[config.mk]
export PLATFORM = sky130hd
export DESIGN_NAME = alien_march_ctrl_flat
export DESIGN_NICKNAME = d
export VERILOG_FILES = /design/src/rtl/alien_march_ctrl_if.sv /design/src/rtl/alien_march_ctrl.sv /design/src/flat_wrapper.sv
export SDC_FILE = /design/constraint.sdc
export NUM_CORES = 1
export LEC_CHECK = 0
export CAP_MARGIN = 20
export CELL_PAD_IN_SITES_DETAIL_PLACEMENT = 0
export CELL_PAD_IN_SITES_GLOBAL_PLACEMENT = 2
export CORE_AREA = 3 3 79 81
export CTS_CLUSTER_DIAMETER = 200
export DETAILED_ROUTE_END_ITERATION = 8
export DIE_AREA = 0 0 82 84
export PLACE_DENSITY = 0.83
export SLEW_MARGIN = 5
export SYNTH_ARGS = -nofsm -noshare
export SYNTH_HDL_FRONTEND = slang
export SYNTH_SLANG_ARGS = --single-unit
[constraint.sdc]
create_clock -name CLK -period 6.66 [get_ports CLK]
set_input_delay 1.998 -clock CLK [delete_from_list [all_inputs] [get_ports CLK]]
set_output_delay 1.998 -clock CLK [all_outputs]
set_load 0.02 [all_outputs]
[src/rtl/alien_march_ctrl_if.sv]
// Tick/control inputs and formation state outputs exchanged between the
// timing/sprite side (master) and the march controller (slave).
interface alien_march_ctrl_if;
  logic       tick;
  logic       enable;
  logic [7:0] step_period;
  logic [9:0] pos_x;
  logic [8:0] pos_y;
  logic       dir;
  logic       anim_frame;
  logic       step_pulse;
  logic       landed;

  modport master (
    output tick, enable, step_period,
    input  pos_x, pos_y, dir, anim_frame, step_pulse, landed
  );

  modport slave (
    input  tick, enable, step_period,
    output pos_x, pos_y, dir, anim_frame, step_pulse, landed
  );
endinterface

[src/rtl/alien_march_ctrl.sv]
// Alien formation march controller: divides prescaler ticks by a runtime
// period, steps the formation sideways, drops and reverses at the edges.
module alien_march_ctrl #(
  parameter int X_START = 64,
  parameter int Y_START = 48,
  parameter int X_MIN   = 16,
  parameter int X_MAX   = 400,
  parameter int Y_LIMIT = 400,
  parameter int STEP_PX = 4,
  parameter int DROP_PX = 16
) (
  input  logic               CLK,
  input  logic               Rst,
  alien_march_ctrl_if.slave  bus
);

  localparam logic [9:0]  X_START_V = 10'(X_START);
  localparam logic [8:0]  Y_START_V = 9'(Y_START);
  localparam logic [10:0] X_MIN_W   = 11'(X_MIN);
  localparam logic [10:0] X_MAX_W   = 11'(X_MAX);
  localparam logic [10:0] Y_LIMIT_W = 11'(Y_LIMIT);
  localparam logic [10:0] STEP_W    = 11'(STEP_PX);
  localparam logic [10:0] DROP_W    = 11'(DROP_PX);

  logic [9:0] pos_x_q, pos_x_d;
  logic [8:0] pos_y_q, pos_y_d;
  logic       dir_q, dir_d;
  logic       anim_q, anim_d;
  logic       pulse_q, pulse_d;
  logic       landed_q, landed_d;
  logic [7:0] tcnt_q, tcnt_d;

  logic        armed;
  logic        fire;
  logic [7:0]  period_m1;
  logic [10:0] x_ext;
  logic [10:0] x_fwd;
  logic [10:0] x_back;
  logic [10:0] y_drop;
  logic        at_right_edge;
  logic        at_left_edge;

  // 11-bit zero-extended intermediates keep edge compares free of wrap-around.
  assign x_ext         = {1'b0, pos_x_q};
  assign x_fwd         = x_ext + STEP_W;
  assign x_back        = x_ext - STEP_W;
  assign y_drop        = {2'b00, pos_y_q} + DROP_W;
  assign at_right_edge = x_fwd > X_MAX_W;
  assign at_left_edge  = x_ext < (X_MIN_W + STEP_W);

  assign armed     = bus.tick & bus.enable & ~landed_q;
  assign period_m1 = (bus.step_period == 8'd0) ? 8'd0 : bus.step_period - 8'd1;
  // >= rather than == so a period lowered mid-count fires on the next tick.
  assign fire      = armed && (tcnt_q >= period_m1);

  always_comb begin
    tcnt_d   = tcnt_q;
    pos_x_d  = pos_x_q;
    pos_y_d  = pos_y_q;
    dir_d    = dir_q;
    anim_d   = anim_q;
    pulse_d  = 1'b0;
    landed_d = landed_q;

    if (fire) begin
      tcnt_d  = 8'd0;
      anim_d  = ~anim_q;
      pulse_d = 1'b1;
      if ((!dir_q && at_right_edge) || (dir_q && at_left_edge)) begin
        pos_y_d  = y_drop[8:0];
        dir_d    = ~dir_q;
        landed_d = (y_drop >= Y_LIMIT_W);
      end else if (!dir_q) begin
        pos_x_d = x_fwd[9:0];
      end else begin
        pos_x_d = x_back[9:0];
      end
    end else if (armed) begin
      tcnt_d = tcnt_q + 8'd1;
    end
  end

  always_ff @(posedge CLK) begin
    if (Rst) begin
      pos_x_q  <= X_START_V;
      pos_y_q  <= Y_START_V;
      dir_q    <= 1'b0;
      anim_q   <= 1'b0;
      pulse_q  <= 1'b0;
      landed_q <= 1'b0;
      tcnt_q   <= 8'd0;
    end else begin
      pos_x_q  <= pos_x_d;
      pos_y_q  <= pos_y_d;
      dir_q    <= dir_d;
      anim_q   <= anim_d;
      pulse_q  <= pulse_d;
      landed_q <= landed_d;
      tcnt_q   <= tcnt_d;
    end
  end

  assign bus.pos_x      = pos_x_q;
  assign bus.pos_y      = pos_y_q;
  assign bus.dir        = dir_q;
  assign bus.anim_frame = anim_q;
  assign bus.step_pulse = pulse_q;
  assign bus.landed     = landed_q;

endmodule
[src/flat_wrapper.sv]
// flat-port wrapper written by rule: the top's interface ports become plain ports
module alien_march_ctrl_flat 
#(
  parameter int X_START = 64,
  parameter int Y_START = 48,
  parameter int X_MIN   = 16,
  parameter int X_MAX   = 400,
  parameter int Y_LIMIT = 400,
  parameter int STEP_PX = 4,
  parameter int DROP_PX = 16
)
  (CLK, Rst, bus_tick, bus_enable, bus_step_period, bus_pos_x, bus_pos_y, bus_dir, bus_anim_frame, bus_step_pulse, bus_landed);
  alien_march_ctrl_if bus_i ();
  input  logic CLK;
  input  logic Rst;
  input wire logic [$bits(bus_i.tick)-1:0] bus_tick;
  input wire logic [$bits(bus_i.enable)-1:0] bus_enable;
  input wire logic [$bits(bus_i.step_period)-1:0] bus_step_period;
  output wire logic [$bits(bus_i.pos_x)-1:0] bus_pos_x;
  output wire logic [$bits(bus_i.pos_y)-1:0] bus_pos_y;
  output wire logic [$bits(bus_i.dir)-1:0] bus_dir;
  output wire logic [$bits(bus_i.anim_frame)-1:0] bus_anim_frame;
  output wire logic [$bits(bus_i.step_pulse)-1:0] bus_step_pulse;
  output wire logic [$bits(bus_i.landed)-1:0] bus_landed;
  assign bus_i.tick = bus_tick;
  assign bus_i.enable = bus_enable;
  assign bus_i.step_period = bus_step_period;
  assign bus_pos_x = bus_i.pos_x;
  assign bus_pos_y = bus_i.pos_y;
  assign bus_dir = bus_i.dir;
  assign bus_anim_frame = bus_i.anim_frame;
  assign bus_step_pulse = bus_i.step_pulse;
  assign bus_landed = bus_i.landed;
  alien_march_ctrl #(.X_START(X_START), .Y_START(Y_START), .X_MIN(X_MIN), .X_MAX(X_MAX), .Y_LIMIT(Y_LIMIT), .STEP_PX(STEP_PX), .DROP_PX(DROP_PX)) u_core (.CLK(CLK), .Rst(Rst), .bus(bus_i));
endmodule
==> results.tsv <==
stage	metric	value	unit
sta	TNS Setup	0	ns
sta	fmax	191	MHz
pwr	Switching Share	0.240	
cts	CTS Buf Count	3	
pwr	Clock power frac	0.334	
sta	final period utilization	0.786	
worst_setup_path	crit path launch type	primary input	
sta	shortest period the worst path allows	5.23	ns
sta	RSZ-0062 raised after global routing	no	
logic_synthesis	#FFs+latches synth	25	
logic_synthesis	Syn Inst Count	224	
finish	number of diodes	0	
floorplan	die height	84	um
pwr	worst vdd ir	82.9	uV
cts	Clock Tree Buf Depth	2	
detailed_routing	DRC violations left	0	
job	maxcap violations	0	
pwr	static leakage	0.844	nW
placed_design	placed cell count	313	
sta	measured slew at the worst slew-check pin	0.722	ns
hold_path	HP Class	flip-flop to flip-flop	
logic_synthesis	fraction of registers with async set/reset	0	
sta	Slew Limit Headroom	0.517	
detailed_routing	Antenna Nets Post-Route	0	
detailed_routing	Vias/cell	5.04	
sta	Worst Skew	0.00286	ns
cts	Clock Latency Late Sink	0.27	ns
cts	clk slew on worst S/H paths	0.09	ns
floorplan	Initial Util	0.324	
worst_setup_path	R2R Setup Slk	4.10	ns
cts	root buf cell	clkbuf_8	
worst_setup_path	worst r2r path cells	7	
pwr	logic gate share of total power	0.106	
floorplan	die area	6890	um^2
sta	# setup viols final	0	
hold_path	Hold Crit Depth	1	
detailed_routing	vias post-DR	1598	
logic_synthesis	synth warn	0	
cts	Clock Sinks	25	
detailed_routing	1st-pass router iterations	4	
logic_synthesis	synth cell count leaders	dfxtp_1, nor2_1, nand2_1	
logic_synthesis	cell type with the largest total area after synthesis	dfxtp_1	
logic_synthesis	synth unique cells	51	
worst_setup_path	WS Path Type	primary input to flip-flop	
finish	share of cells above drive strength 1	0.0490	
cts	postcts setup bufs	0	
cts	PostCTS Resize Cnt	0	
grt	Overflow after GRT	0	
sta	final max-slew violation count	0	
finish	Area growth, synth to finish	19.0	%
logic_synthesis	Avg Inst Size Synth	8.01	um^2
logic_synthesis	Synth area leaders	dfxtp_1, ha_1, nor2_1, xor2_1, nand2_1	
logic_synthesis	most common cell in the netlist	dfxtp_1	
pwr	pwr dens	127	nW/um^2
placed_design	IO buf count	28	
worst_setup_path	Setup crit end kind	flip-flop	
grt	Total GRT Usage	0.129	
logic_synthesis	ys flop type	dfxtp_1	
sta	Fin. Hold Viols	0	
floorplan	num rows	27	
detailed_routing	drt initial violations	58	
status	status	complete, no violations	
grt	first-pass GRT wire length	7310	um
pwr	register share of total power	0.559	
finish	Post-layout nets	272	
hold_path	Hold EP	u_core.bus.pos_x[9]	
finish	Final Non-Filler Cells	317	
detailed_routing	drt total wl	4100	um
logic_synthesis	Yosys top cell area share	0.279	
pwr	internal power consumption	0.206	mW
worst_setup_path	FF-to-FF End	u_core.bus.pos_x[6]	
cts	CTS Hold Bufs	0	
pwr	Sw Pwr	0.0652	mW
floorplan	num ports	35	
grt	vias in the first global route	1546	
placed_design	placer congestion estimate	0.754	
grt	initial antenna violation count	0	
logic_synthesis	synthesized area	1790	um^2
finish	cell area after layout	2140	um^2
logic_synthesis	Post-synth EDFFs	0	
cts	CTS tree	done	
worst_setup_path	Max FO, Critical Path	13	
placed_design	hpwl dp	3140	um
placed_design	Area after DPL	2090	um^2
worst_setup_path	Critical Path AT	5.42	ns
worst_setup_path	launching point of the worst reg2reg path	u_core.bus.pos_x[2]	
detailed_routing	WL per Instance	12.9	um
grt	pin count of the biggest net entering global routing	21	
floorplan	die width	82	um
worst_setup_path	CP Data Required Time	6.85	ns
logic_synthesis	sequential fraction of the synthesis area	0.279	
pwr	total power	0.271	mW
hold_path	hold wc startpoint	u_core.bus.pos_x[9]	
cts	depth of the CTS H-tree	1	
finish	# fillers	610	
floorplan	Placeable Area	5540	um^2
area by class of cell:
class	instances	area [um^2]	share of cell area
timing repair buffer	28	280	0.131
tap	72	90.1	0.0422
sequential	25	500	0.234
inverter	8	30.0	0.0141
multi-input combinational	180	1190	0.557
clock buffer	4	45.0	0.0211
worst max-delay path, stage by stage:
cell	delay (ns)
clkdlybuf4s50_1	0.44
nor4_1	0.38
nand2_1	0.13
or3_1	0.40
and2_1	0.20
ha_1	0.26
nand2b_1	0.09
a211oi_1	0.06
o21ai_0	0.38
nand2_1	0.38
or4_1	0.59
a21oi_1	0.14
routing by layer:
layer / global-route usage / share of wire / vias up
met4: 0.0136 / 0.0037 / 0
met5: 0 / 0 / -
met3: 0.0292 / 0.029 / 2
li1: - / - / 838
met2: 0.209 / 0.46 / 18
met1: 0.178 / 0.50 / 740
power groups by stage:
stage | registers (mW) | clock network (mW) | logic [mW]
after CTS | 0.152 | 0.0948 | 0.0294
after global routing | 0.152 | 0.101 | 0.0333
after detailed placement | 0.155 | 0 | 0.0293
final | 0.152 | 0.0907 | 0.0289
after floorplan | 0.155 | 0 | 0.0205
after global placement | 0.155 | 0 | 0.0297
metrics by stage:
step	hold slack, ns	utilization	setup WS [ns]
5_1_grt	0.550	0.386	1.07
6_report	0.519	0.386	1.43
3_5_place_dp	0.511	0.377	1.13
4_1_cts	0.523	0.386	1.41
3_3_place_gp	0.507	0.377	1.22
2_1_floorplan	0.485	-	1.94
cell families (layout without fill, tap and decap cells):
kind of cell,Yosys count,after routing,share of synthesized area
multiplexers,6,6,0.0363
buffers and inverters,24,40,0.0683
other,1,6,0.00209
XOR/XNOR,13,13,0.0635
AND/OR/NAND/NOR,95,95,0.282
AO/OA/AOI/OAI,46,46,0.172
flip-flops,25,25,0.279
adder cells (fa/ha/maj),14,14,0.0976
cells in the final DEF, fill, tap and decap left out, types with 3 or more instances in the layout:
cell type | netlist | layout
clkdlybuf4s50_1 | 0 | 28
dfxtp_1 | 25 | 25
nor2_1 | 22 | 22
nand2_1 | 19 | 19
ha_1 | 14 | 14
o21ai_0 | 10 | 10
xor2_1 | 9 | 9
inv_1 | 8 | 8
a21oi_1 | 8 | 8
nand3_1 | 7 | 7
nor3_1 | 6 | 6
conb_1 | 1 | 6
nand2b_1 | 5 | 5
and3_1 | 5 | 5
or3_1 | 4 | 4
xnor2_1 | 4 | 4
a211oi_1 | 4 | 4
o211ai_1 | 4 | 4
a21o_1 | 4 | 4
nand4_1 | 4 | 4
a31oi_1 | 4 | 4
nor2b_1 | 4 | 4
mux2_2 | 4 | 4
nor4_1 | 3 | 3
clkbuf_8 | 0 | 3
sequential cells by signal (all words and copies together) (netlist names):
name,count
u_core.bus.pos_x,8
u_core.bus.anim_frame,1
u_core.bus.dir,1
u_core.bus.pos_y,5
u_core.bus.step_pulse,1
u_core.bus.landed,1
u_core.tcnt_q,8
worst max-delay path by stage:
| stage | from | depth (start not counted) | slack, ns | end |
|---|---|---|---|---|
| 3_5_place_dp | bus_step_period[5] | 12 | 1.13 | u_core.bus.pos_y[8] |
| 5_1_grt | bus_step_period[5] | 12 | 1.07 | u_core.bus.pos_y[8] |
| 4_1_cts | bus_step_period[5] | 12 | 1.41 | u_core.bus.pos_y[8] |
| 2_1_floorplan | bus_step_period[5] | 12 | 1.94 | u_core.bus.pos_x[5] |
| 3_3_place_gp | bus_step_period[3] | 12 | 1.22 | u_core.bus.pos_y[8] |
| 6_report | bus_step_period[5] | 12 | 1.43 | u_core.bus.pos_y[8] |
Note: power is estimated with default switching activity, not from simulation.
